### src/rtl/ddr_rd_arbiter.sv
// ddr_rd_arbiter
//   Shares one DDR user-side read-burst port between two read clients
//   (ch0: FIR-tap vout buffer, ch1: secondary readback path). Arbitration
//   is round robin at burst granularity with a single burst in flight.
//   Returned beats go only to the granted client. A watchdog aborts a burst
//   that never finishes so the port cannot lock up.
//
// Ports (all in the ddr_clk_i domain):
//   ddr_clk_i, ddr_rst_i           clock, synchronous active-high reset
//   chN_rd_req_i/len_i/addr_i      client burst request (level, held to finish)
//   chN_rd_data_valid_o/data_o     returned beats (valid steered to grantee)
//   chN_rd_finish_o                one-cycle burst-complete pulse
//   rd_ddr_req_o/len_o/addr_o      request to DDR (level, held to finish)
//   rd_ddr_data_valid_i/data_i     beats from DDR
//   rd_ddr_finish_i                burst-done pulse from DDR
//   busy_o                         arbiter not idle
//   grant_o                        current / last granted client
//   timeout_o                      one-cycle pulse on watchdog abort
//   len_err_o                      sticky beat-count mismatch flag
module ddr_rd_arbiter #(
  parameter int  ADDR_WIDTH     = 30,
  parameter int  MEM_DATA_BITS  = 256,
  parameter int  TIMEOUT_CYCLES = 4096,
  // Clock-to-q delay used by behavioural models around this block; the
  // synthesizable logic here applies no delays.
  parameter real TCQ            = 0.1
) (
  input  logic                     ddr_clk_i,
  input  logic                     ddr_rst_i,

  input  logic                     ch0_rd_req_i,
  input  logic [7:0]               ch0_rd_len_i,
  input  logic [ADDR_WIDTH-1:0]    ch0_rd_addr_i,
  output logic                     ch0_rd_data_valid_o,
  output logic [MEM_DATA_BITS-1:0] ch0_rd_data_o,
  output logic                     ch0_rd_finish_o,

  input  logic                     ch1_rd_req_i,
  input  logic [7:0]               ch1_rd_len_i,
  input  logic [ADDR_WIDTH-1:0]    ch1_rd_addr_i,
  output logic                     ch1_rd_data_valid_o,
  output logic [MEM_DATA_BITS-1:0] ch1_rd_data_o,
  output logic                     ch1_rd_finish_o,

  output logic                     rd_ddr_req_o,
  output logic [7:0]               rd_ddr_len_o,
  output logic [ADDR_WIDTH-1:0]    rd_ddr_addr_o,
  input  logic                     rd_ddr_data_valid_i,
  input  logic [MEM_DATA_BITS-1:0] rd_ddr_data_i,
  input  logic                     rd_ddr_finish_i,

  output logic                     busy_o,
  output logic                     grant_o,
  output logic                     timeout_o,
  output logic                     len_err_o
);

  generate
    if (TIMEOUT_CYCLES < 2 || TCQ < 0.0) begin : g_bad_param
      $error("ddr_rd_arbiter: TIMEOUT_CYCLES must be >= 2 and TCQ >= 0");
    end
  endgenerate

  localparam int             WD_W    = $clog2(TIMEOUT_CYCLES);
  localparam logic [WD_W-1:0] WD_LAST = WD_W'(TIMEOUT_CYCLES - 1);

  typedef enum logic [1:0] {IDLE, BURST, DONE} state_t;

  state_t          state;
  logic [8:0]      beat_cnt;
  logic [WD_W-1:0] wdog;

  logic            pick;
  logic [8:0]      beats_at_finish;
  logic [8:0]      expected_beats;

  always_comb begin
    // With both clients requesting, the one not served last time wins.
    pick            = (ch0_rd_req_i & ch1_rd_req_i) ? ~grant_o : ch1_rd_req_i;
    // A beat arriving together with finish still belongs to the burst.
    beats_at_finish = beat_cnt + {8'd0, rd_ddr_data_valid_i};
    // Length 0 encodes a full 256-beat burst.
    expected_beats  = (rd_ddr_len_o == 8'd0) ? 9'd256 : {1'b0, rd_ddr_len_o};
  end

  // Beats are steered with zero latency; data is broadcast and qualified
  // by the per-client valid.
  assign ch0_rd_data_valid_o = rd_ddr_data_valid_i & (state == BURST) & ~grant_o;
  assign ch1_rd_data_valid_o = rd_ddr_data_valid_i & (state == BURST) &  grant_o;
  assign ch0_rd_data_o       = rd_ddr_data_i;
  assign ch1_rd_data_o       = rd_ddr_data_i;
  assign busy_o              = (state != IDLE);

  always_ff @(posedge ddr_clk_i) begin
    if (ddr_rst_i) begin
      state           <= IDLE;
      rd_ddr_req_o    <= 1'b0;
      rd_ddr_len_o    <= '0;
      rd_ddr_addr_o   <= '0;
      grant_o         <= 1'b1;  // ch0 wins the first contention
      ch0_rd_finish_o <= 1'b0;
      ch1_rd_finish_o <= 1'b0;
      timeout_o       <= 1'b0;
      len_err_o       <= 1'b0;
      beat_cnt        <= '0;
      wdog            <= '0;
    end else begin
      ch0_rd_finish_o <= 1'b0;
      ch1_rd_finish_o <= 1'b0;
      timeout_o       <= 1'b0;
      case (state)
        IDLE: begin
          if (ch0_rd_req_i | ch1_rd_req_i) begin
            state         <= BURST;
            rd_ddr_req_o  <= 1'b1;
            grant_o       <= pick;
            rd_ddr_len_o  <= pick ? ch1_rd_len_i  : ch0_rd_len_i;
            rd_ddr_addr_o <= pick ? ch1_rd_addr_i : ch0_rd_addr_i;
            beat_cnt      <= '0;
            wdog          <= '0;
          end
        end
        BURST: begin
          if (rd_ddr_data_valid_i) begin
            beat_cnt <= beat_cnt + 9'd1;
          end
          // Finish wins over a watchdog expiry in the same cycle.
          if (rd_ddr_finish_i) begin
            state           <= DONE;
            rd_ddr_req_o    <= 1'b0;
            ch0_rd_finish_o <= ~grant_o;
            ch1_rd_finish_o <=  grant_o;
            if (beats_at_finish != expected_beats) begin
              len_err_o <= 1'b1;
            end
          end else if (wdog == WD_LAST) begin
            state           <= DONE;
            rd_ddr_req_o    <= 1'b0;
            ch0_rd_finish_o <= ~grant_o;
            ch1_rd_finish_o <=  grant_o;
            timeout_o       <= 1'b1;
          end else begin
            wdog <= wdog + 1'b1;
          end
        end
        DONE: begin
          // One idle cycle so the client can drop its request.
          state <= IDLE;
        end
        default: state <= IDLE;
      endcase
    end
  end

endmodule

### config.mk
export PLATFORM = sky130hd
export DESIGN_NAME = ddr_rd_arbiter
export DESIGN_NICKNAME = d
export VERILOG_FILES = /design/src/rtl/ddr_rd_arbiter.sv
export SDC_FILE = /design/constraint.sdc
export NUM_CORES = 1
export LEC_CHECK = 0
export BUFFER_PORTS_ARGS = -buffer_cell sky130_fd_sc_hd__buf_4
export CORE_AREA = 5 5 347 349
export CTS_BUF_LIST = sky130_fd_sc_hd__clkbuf_2
export DETAILED_ROUTE_END_ITERATION = 7
export DIE_AREA = 0 0 352 354
export HOLD_SLACK_MARGIN = 0.03
export PLACE_DENSITY = 0.35
export SLEW_MARGIN = 20
export SYNTH_ARGS = -nofsm -noshare
export SYNTH_HDL_FRONTEND = slang
export SYNTH_SLANG_ARGS = --single-unit
### constraint.sdc
create_clock -name ddr_clk_i -period 2.2 [get_ports ddr_clk_i]
set_input_delay 0.22 -clock ddr_clk_i [delete_from_list [all_inputs] [get_ports ddr_clk_i]]
set_output_delay 0.22 -clock ddr_clk_i [all_outputs]
set_load 0.02 [all_outputs]
==> results.md, run 1 <==
* Core area at 117000 um2
* Worst Path Buf+Inv at 0
* Placed wire-length estimate at 29300 um
* Share of flip-flops with an asynchronous set or reset at 0%
* Syn-to-layout area delta at 2.03%
* Synth Cell Area at 7100 um2
* Crit path top cell by count: or3b_1
* Final nets at 925
* Full die area at 125000 um2
* Worst min path class: in -> reg
* Slew margin rel. at 62.0%
* ANT nets after route at 0
* Total vias in the final route at 4314
* Post-synthesis sequential area ratio at 18.9%
* Mapped Nets at 1219
* Initial core utilization at 6.06%
* Wire length on met2 at 14800 um
* Worst vdd ir at 0.000282 V
* Nature of the critical path endpoint: flip-flop
* RSZ-0062 raised after global routing: false
* WL met1 at 9620 um
* Crit path launch: state[0]$_SDFFE_PP0P_
* Die width at 352 um
* Layout cell share with drive strength beyond 1 at 30.6%
* Vias in the first global route at 4614
* Setup Skew at 0.0399 ns
* Crit-path cells: or3b_1 > a2111oi_2 > or3b_1 > a21oi_1
* Reg clk slew, reported paths at 0.26 ns
* Top_reg_cell synth: dfxtp_1
* Max incr delay on CP at 0.47 ns
* DR pass1 iterations at 4
* Worst-Margin Slew at 0.556 ns
* # DRC at 0
* Largest net degree at the start of global routing at 46
* FMAX at 506 MHz
* CP Class: reg -> reg
* Initial antenna violation count at 0
* Crit start category: flip-flop
* CTS tree: done
* Final setup viols at 0
* Root Driver: clkbuf_2
* Cells after Synth at 877
* Starting DRT DRC Count at 166
* Leak pwr at 2.31 nW
* Fin. Hold Viols at 0
* Synthesized area per cell at 8.09 um2
* Synth Register Bits at 67
* Worst EP arrival at 2.53 ns
* GPL Wtd Cong at 0.674
* # clock sinks at 67
* Total GRT Usage at 5.23%
* Final period utilization at 89.7%
* Library cells used by synthesis at 49
* Slowest cell on crit path: or3b_1
* Final WL at 34500 um
* Crit-path max FO at 6
* First-pass GRT wire length at 44000 um
* Final worst slack at 0.226 ns
* Max cap viols at 0
* CP required at 2.75 ns
* Clk_lat worst skew at 0.63 ns
* CTS buffer count at 9
* Slew Viols, Final at 0
* Row count at 126
* Reg2reg setup slack at 0.23 ns
* Core Util, Final at 6.18%
* Ys Warns at 0
* Chip height at 354 um
* EDFF count, synth at 0
* Remaining global-route overflow at 0
* Setup TNS at 0 ns
* IO Port Bufs at 128
* Met3 WL at 7880 um
* H-tree depth at 3
* Minimum clock period at 1.97 ns
* Pre-CTS setup slack at 0.188 ns
* Critical path's top delay family: simple AND/OR/NAND/NOR gates
* Avg WL per Cell at 16.2 um
* Status: finished clean
* Hold path startpoint: ch1_rd_req_i
* IO Pins at 897
* Vias per inst at 2.03
* Reg-to-Reg Start: state[0]$_SDFFE_PP0P_
* Pwr/cell area at 490 nW/um2
* Highest Signal Layer: met5
* CTS Buffer Depth at 2
[cells by family after synthesis]
logic type,Yosys count,share of synthesized area (%)
buffers and inverters,540,55.8
DFF,67,18.9
and+or+nand+nor,134,9.06
xor gates and xnor gates,18,2.22
muxes,40,5.68
adders and majority gates,4,0.705
AOI/OAI and AO/OA,74,7.60
[worst reg2reg max path, delay by kind of cell, from the launching register on]
family	cells	cell delay, ns
compound gates	2	0.60
flops	1	0.44
simple gates	2	0.85
[area by class of cell]
cell class              count  area [um2]
inverters                   4        15.0
clock inverters             7         125
flip-flops and latches     67        1340
diodes                      2        5.00
well taps                1536        1920
clock buffers               9        45.0
multi-input cells         270        1810
repair buffers            231        1970
fillers                 13800      110000
[cell usage in the layout (no fill, tap or decap), types with 5 or more instances in the layout]
master           n
nor3_1           8
xnor2_1          9
nor4_1           5
mux2i_1         38
dfxtp_1         66
o21ai_0          6
a21oi_1          7
nand4_1          5
a211oi_1        39
xor2_1           9
nor2_1          62
buf_4          148
nand2_1         14
clkbuf_2         9
nand3_1         12
dlygate4sd3_1   80
o211ai_1         5
[worst paths after layout]
check,endpoint,depth (start not counted)
worst max-delay path,wdog[11]$_SDFFE_PP0P_,4
worst min register to register,beat_cnt[0]$_SDFFE_PP0P_,1
worst max register to register,wdog[11]$_SDFFE_PP0P_,4
worst min-delay path,grant_o$_SDFFE_PP1P_,5
[through the flow]
stage	area, um2	power, mW	hold slack (ns)	instances
3_3_place_gp	6250	2.37	0.440	2027
3_5_place_dp	6250	2.37	0.440	2027
2_1_floorplan	7100	3.20	0.425	877
5_1_grt	7240	3.81	0.139	2124
6_report	7240	3.55	0.179	2126
4_1_cts	7220	3.69	0.0641	2123
[cell usage after synthesis, types with 3 or more instances]
master,count,area [um2]
mux2i_1,38,380
nand4_1,5,31.3
inv_1,4,15.0
and3_1,4,25.0
o21ai_0,6,30.0
a21o_1,3,22.5
nor4_1,5,31.3
nand3_1,12,60.1
ha_1,4,50.1
buf_4,512,3840
xnor2_1,9,78.8
xor2_1,9,78.8
dfxtp_1,67,1340
clkbuf_1,14,52.6
buf_1,4,15.0
nor2_1,63,236
a211oi_1,39,293
nor3_1,8,40.0
nand2_1,14,52.6
o211ai_1,5,37.5
or3_1,3,18.8
nand2b_1,4,25.0
buf_2,5,25.0
a21oi_1,7,35.0
[registers in the layout, indices dropped and copies added, names as in the netlist]
name / flops
timeout_o: 1
rd_ddr_addr_o: 30
grant_o: 1
state: 2
len_err_o: 1
rd_ddr_req_o: 1
ch1_rd_finish_o: 1
wdog: 12
ch0_rd_finish_o: 1
rd_ddr_len_o: 8
beat_cnt: 9
[routing by layer]
metal  vias up  GRT usage [%]
li1       1762              -
met1      1800           4.17
met2       585           7.88
met3       163           5.46
met4         4           2.95
met5         -           1.62
[report_power, final]
group	leakage (nW)	total, mW	switching (mW)	internal, mW
logic	1.66	1.06	0.534	0.529
clock network	0.0967	1.10	0.596	0.500
registers	0.552	1.39	0.0742	1.31
total	2.31	3.55	1.20	2.34
[timing repair]
item / CTS / global route
hold buffers: 80 / 0
setup endpoints to repair: 0 / 4
hold endpoints to repair: 52 / 0
gates resized for setup: 0 / 2
setup buffers: 0 / 1
Power figures use the tool's default switching activity.
==> run 2, diff against run 1 <==
- REMOVE_ABC_BUFFERS: default -> 1
==> run 2 against run 1 <==
Sequential share of layout area down 0.057 points; total power is 3.6% lower; sequential power barely moved; register-to-register slack got worse by 0.12 ns; largest cell class unchanged; die area did not move; worst setup slack worse by 0.12 ns; cell area increased by 0.78%; first-iteration DRC count up 130%; clock skew grew 0.079 ns; clock power fell by 15%; utilization barely moved.
==> results.md, run 2 (synthesis results as in run 1) <==
* Layout cell share with drive strength beyond 1 at 31.8%
* Worst min path class: in -> reg
* Hold WS at 0.244 ns
* Fillers at 13800
* Full die area at 125000 um2
* # DRC at 0
* H-tree depth at 3
* # clock sinks at 67
* Worst vdd ir at 0.000235 V
* Total GRT Usage at 25.9%
* CP Class: reg -> reg
* Pre-CTS setup slack at 0.283 ns
* Cell-internal power at 2.13 mW
* Slew Viols, Final at 0
* Fin cells at 2137
* Crit start category: flip-flop
* Reg2reg setup slack at 0.11 ns
* IO Port Bufs at 128
* Setup Skew at 0.119 ns
* Avg WL per Cell at 78.5 um
* Syn-to-layout area delta at 2.82%
* DR pass1 iterations at 4
* Pwr/cell area at 469 nW/um2
* Die width at 352 um
* Reg-to-Reg Start: grant_o$_SDFFE_PP1P_
* FMAX at 478 MHz
* Root Driver: clkbuf_2
* Worst EP arrival at 2.64 ns
* Final period utilization at 95.1%
* Sw Ratio at 37.6%
* Remaining global-route overflow at 0
* Fin area at 7300 um2
* Final WL at 168000 um
* Vias per inst at 2.61
* Commonest non-fill, non-tap cell in the layout: buf_4
* CP required at 2.75 ns
* Hold path startpoint: ch1_rd_req_i
* Comb pwr share at 32.0%
* Final worst slack at 0.109 ns
* Largest net degree at the start of global routing at 53
* Placed Cells at 2024
* Clk_lat worst skew at 0.75 ns
* Final setup viols at 0
* Core area at 117000 um2
* Leak pwr at 2.34 nW
* Total vias in the final route at 5578
* Max FFs per register at 30
* GPL Wtd Cong at 0.874
* Seq pwr share at 40.5%
* Most frequent cells in the layout: buf_4 (153), dlygate4sd3_1 (80), dfxtp_1 (65), nor2_1 (62)
* Sw Pwr at 1.29 mW
* Tot Pwr at 3.42 mW
* Minimum clock period at 2.09 ns
* Final nets at 933
* Crit path launch: grant_o$_SDFFE_PP1P_
* IO Pins at 897
* Slew margin rel. at 64.4%
* Crit-path max FO at 17
* Placed wire-length estimate at 156000 um
* Reg with most FFs: rd_ddr_addr_o
* Chip height at 354 um
* Max cap viols at 0
* Status: finished clean
* Initial antenna violation count at 7
* ANT nets after route at 0
* Reg clk slew, reported paths at 0.28 ns
* Initial core utilization at 6.06%
* CTS buffer count at 9
* Fin. Hold Viols at 0
* Biggest registers after layout: rd_ddr_addr_o (30), wdog (12), beat_cnt (9)
* Row count at 126
* CTS tree: done
* CTS Buffer Depth at 2
* Worst-Margin Slew at 0.521 ns
* Vias in the first global route at 4631
* Post-DP Area at 6230 um2
* Starting DRT DRC Count at 386
* Clock Power Share at 27.4%
* First-pass GRT wire length at 180000 um
* Nature of the critical path endpoint: flip-flop
-- run 2: cell count changes in the layout (fill, tap and decap cells not counted), sizes merged --
| cell | previous run | this run |
|---|---|---|
| buf | 151 | 158 |
| bufinv | 3 | 1 |
| clkbuf | 9 | 10 |
| clkinv | 3 | 4 |
| diode | 2 | 6 |
-- run 2: routing by layer --
metal / share of wire (%) / vias to the layer above / global-route usage [%]
met5: 1.5 / - / 13.5
met4: 10 / 29 / 20.2
met3: 25 / 202 / 32.2
met2: 47 / 1257 / 43.0
met1: 17 / 2300 / 11.6
li1: - / 1790 / -
-- run 2: worst max-delay path, cell delays in order (launching register included) --
cell,delay [ns]
dfxtp_4,0.39
buf_4,0.16
a21boi_4,0.23
buf_12,0.16
clkbuf_16,0.20
mux2i_1,0.21
dlygate4sd3_1,0.58
a211oi_1,0.07
-- run 2: worst paths after layout --
path / end / cells past startpoint
worst max-delay path: rd_ddr_addr_o[2]$_SDFFE_PP0P_ / 7
worst min-delay path: rd_ddr_addr_o[12]$_SDFFE_PP0P_ / 6
worst max register to register: rd_ddr_addr_o[2]$_SDFFE_PP0P_ / 7
worst min register to register: wdog[11]$_SDFFE_PP0P_ / 2
-- run 2: through the flow --
stage	TNS, ns	utilization (%)
2_1_floorplan	-58.97	-
3_3_place_gp	0	5.32
3_5_place_dp	0	5.32
4_1_cts	0	6.11
5_1_grt	-0.00350	6.23
6_report	0	6.23
-- run 2: power groups by stage --
| stage | Combinational [mW] | Sequential [mW] | Clock [mW] |
|---|---|---|---|
| detailed placement | 0.911 | 1.41 | 0 |
| global route | 1.19 | 1.40 | 1.07 |
| global placement | 0.918 | 1.41 | 0 |
| finish | 1.09 | 1.39 | 0.938 |
| floorplan | 0.324 | 1.51 | 0 |
| CTS | 1.07 | 1.39 | 1.03 |
-- run 2: timing repair --
action                     CTS  global route
hold buffers                80             0
setup buffers                1            10
pin swaps                    0             1
setup endpoints to repair    2             3
hold endpoints to repair    55             0
resized for setup            3             4
cloned                       0             1
-- run 2: final cells by class --
class                   instances  area [um2]  area share, %
repair buffers                239        2070           28.3
well taps                    1536        1920           26.3
multi-input cells             270        1820           24.9
flip-flops and latches         67        1350           18.5
clock inverters                 6        66.3          0.909
clock buffers                   9        45.0          0.617
inverters                       4        15.0          0.206
diodes                          6        15.0          0.206
==> run 3, diff against run 2 <==
- SETUP_SLACK_MARGIN: default -> 0.4
==> run 3 against run 2 <==
Routed wire length is 0.16% lower; global-route usage about the same; combinational power about the same; die area stayed put; cell area grew 0.96%; flip-flop and latch count stayed put; worst setup slack better by 0.21 ns; hold slack better by 0.017 ns; clock skew shrank 0.023 ns.
==> results.md, run 3 (synthesis results as in run 1) <==
* Largest net degree at the start of global routing at 53
* ANT nets after route at 0
* Initial antenna violation count at 8
* Chip height at 354 um
* Vias in the first global route at 4645
* Syn-to-layout area delta at 3.81%
* IO Port Bufs at 128
* Slew margin rel. at 70.4%
* Seq pwr share at 40.9%
* Crit start category: flip-flop
* Comb pwr share at 31.7%
* Clock Power Share at 27.4%
* Reg clk slew, reported paths at 0.28 ns
* Final setup viols at 0
* Slew Viols, Final at 0
* Minimum clock period at 1.89 ns
* Worst-Margin Slew at 0.443 ns
* CP Class: reg -> reg
* DR pass1 iterations at 4
* Tot Pwr at 3.39 mW
* Final worst slack at 0.314 ns
* GPL Wtd Cong at 0.874
* Setup TNS at 0 ns
* Fin. Hold Viols at 0
* Pwr/cell area at 460 nW/um2
* FMAX at 530 MHz
* Reg with most FFs: rd_ddr_addr_o
* Full die area at 125000 um2
* Final period utilization at 85.7%
* Worst vdd ir at 0.000234 V
* Layout cell share with drive strength beyond 1 at 35.0%
* CTS tree: done
* # DRC at 0
* Most frequent cells in the layout: buf_4 (146), dlygate4sd3_1 (80), nor2_1 (61), dfxtp_1 (55), a211oi_1 (39)
* Worst EP arrival at 2.51 ns
* Starting DRT DRC Count at 409
* Setup Skew at 0.0959 ns
* First-pass GRT wire length at 180000 um
* Sw Pwr at 1.28 mW
* Final nets at 929
* Nature of the critical path endpoint: flip-flop
* Root Driver: clkbuf_2
* CTS Buffer Depth at 2
* Pre-CTS setup slack at 0.283 ns
* Fin cells at 2134
* Remaining global-route overflow at 0
* Placed Cells at 2024
* Max cap viols at 0
* Hold WS at 0.262 ns
* Initial core utilization at 6.06%
* Row count at 126
* Biggest registers after layout: rd_ddr_addr_o (30), wdog (12), beat_cnt (9)
* Final WL at 167000 um
* Vias per inst at 2.60
* Leak pwr at 2.32 nW
* CP required at 2.83 ns
* Core area at 117000 um2
* Total GRT Usage at 25.9%
* Total vias in the final route at 5554
* IO Pins at 897
* Placed wire-length estimate at 156000 um
* Status: finished clean
* Avg WL per Cell at 78.5 um
* Sw Ratio at 37.9%
* H-tree depth at 3
* Worst min path class: in -> reg
* # clock sinks at 67
* CTS buffer count at 9
* Crit-path max FO at 6
* Commonest non-fill, non-tap cell in the layout: buf_4
* Max FFs per register at 30
* Die width at 352 um
* RSZ-0062 raised after global routing: true
* Clk_lat worst skew at 0.72 ns
* Cell-internal power at 2.11 mW
[run 3: timing repair]
action                                  4_1_cts  5_1_grt
resized for setup                            26       20
endpoints found under the setup margin       11       34
hold endpoints to repair                     55        0
setup buffers                                 4        4
cloned                                        0        0
hold buffers                                 80        0
pin swaps                                     4        2
[run 3: final timing paths]
kind                                  startpoint                              to  slack (ns)  cells after the start
hold reg to reg   rd_ddr_addr_o[27]$_SDFFE_PP0P_  rd_ddr_addr_o[27]$_SDFFE_PP0P_        0.51                      2
setup reg to reg           state[0]$_SDFFE_PP0P_           wdog[11]$_SDFFE_PP0P_        0.31                      4
hold / removal                      ch1_rd_req_i            grant_o$_SDFFE_PP1P_        0.26                      5
setup / recovery           state[0]$_SDFFE_PP0P_           wdog[11]$_SDFFE_PP0P_        0.31                      4
[run 3: critical path: stages, from the launching register on]
cell and delay, ns:
dfxtp_4 0.43, or3b_1 0.47, a2111oi_2 0.44, or3b_1 0.39, a21oi_1 0.14
[run 3: power by group through the flow]
stage	Combinational [mW]	Clock (mW)	Sequential, mW
finish	1.07	0.928	1.39
global route	1.17	1.07	1.40
CTS	1.07	1.03	1.39
detailed placement	0.911	0	1.41
global placement	0.918	0	1.41
floorplan	0.324	0	1.51
[run 3: final cells by class]
type                            count  area [um2]
Fill cell                       13800      110000
Timing Repair Buffer              235        2040
Tap cell                         1536        1920
Multi-Input combinational cell    270        1890
Sequential cell                    67        1370
Clock inverter                      6        66.3
Clock buffer                        9        45.0
Antenna cell                        7        17.5
Inverter                            4        15.0
[run 3: stage by stage]
stage | area, um2 | util, %
final | 7370 | 6.29
after global routing | 7360 | 6.28
after CTS | 7250 | 6.19
after detailed placement | 6230 | 5.32
after global placement | 6230 | 5.32
after floorplan | 3150 | -
[run 3: routing by layer]
layer,GRT usage (%),part of all wire [%]
met3,31.9,26
met1,11.8,16
met5,14.5,1.6
met4,20.5,10
met2,42.9,46
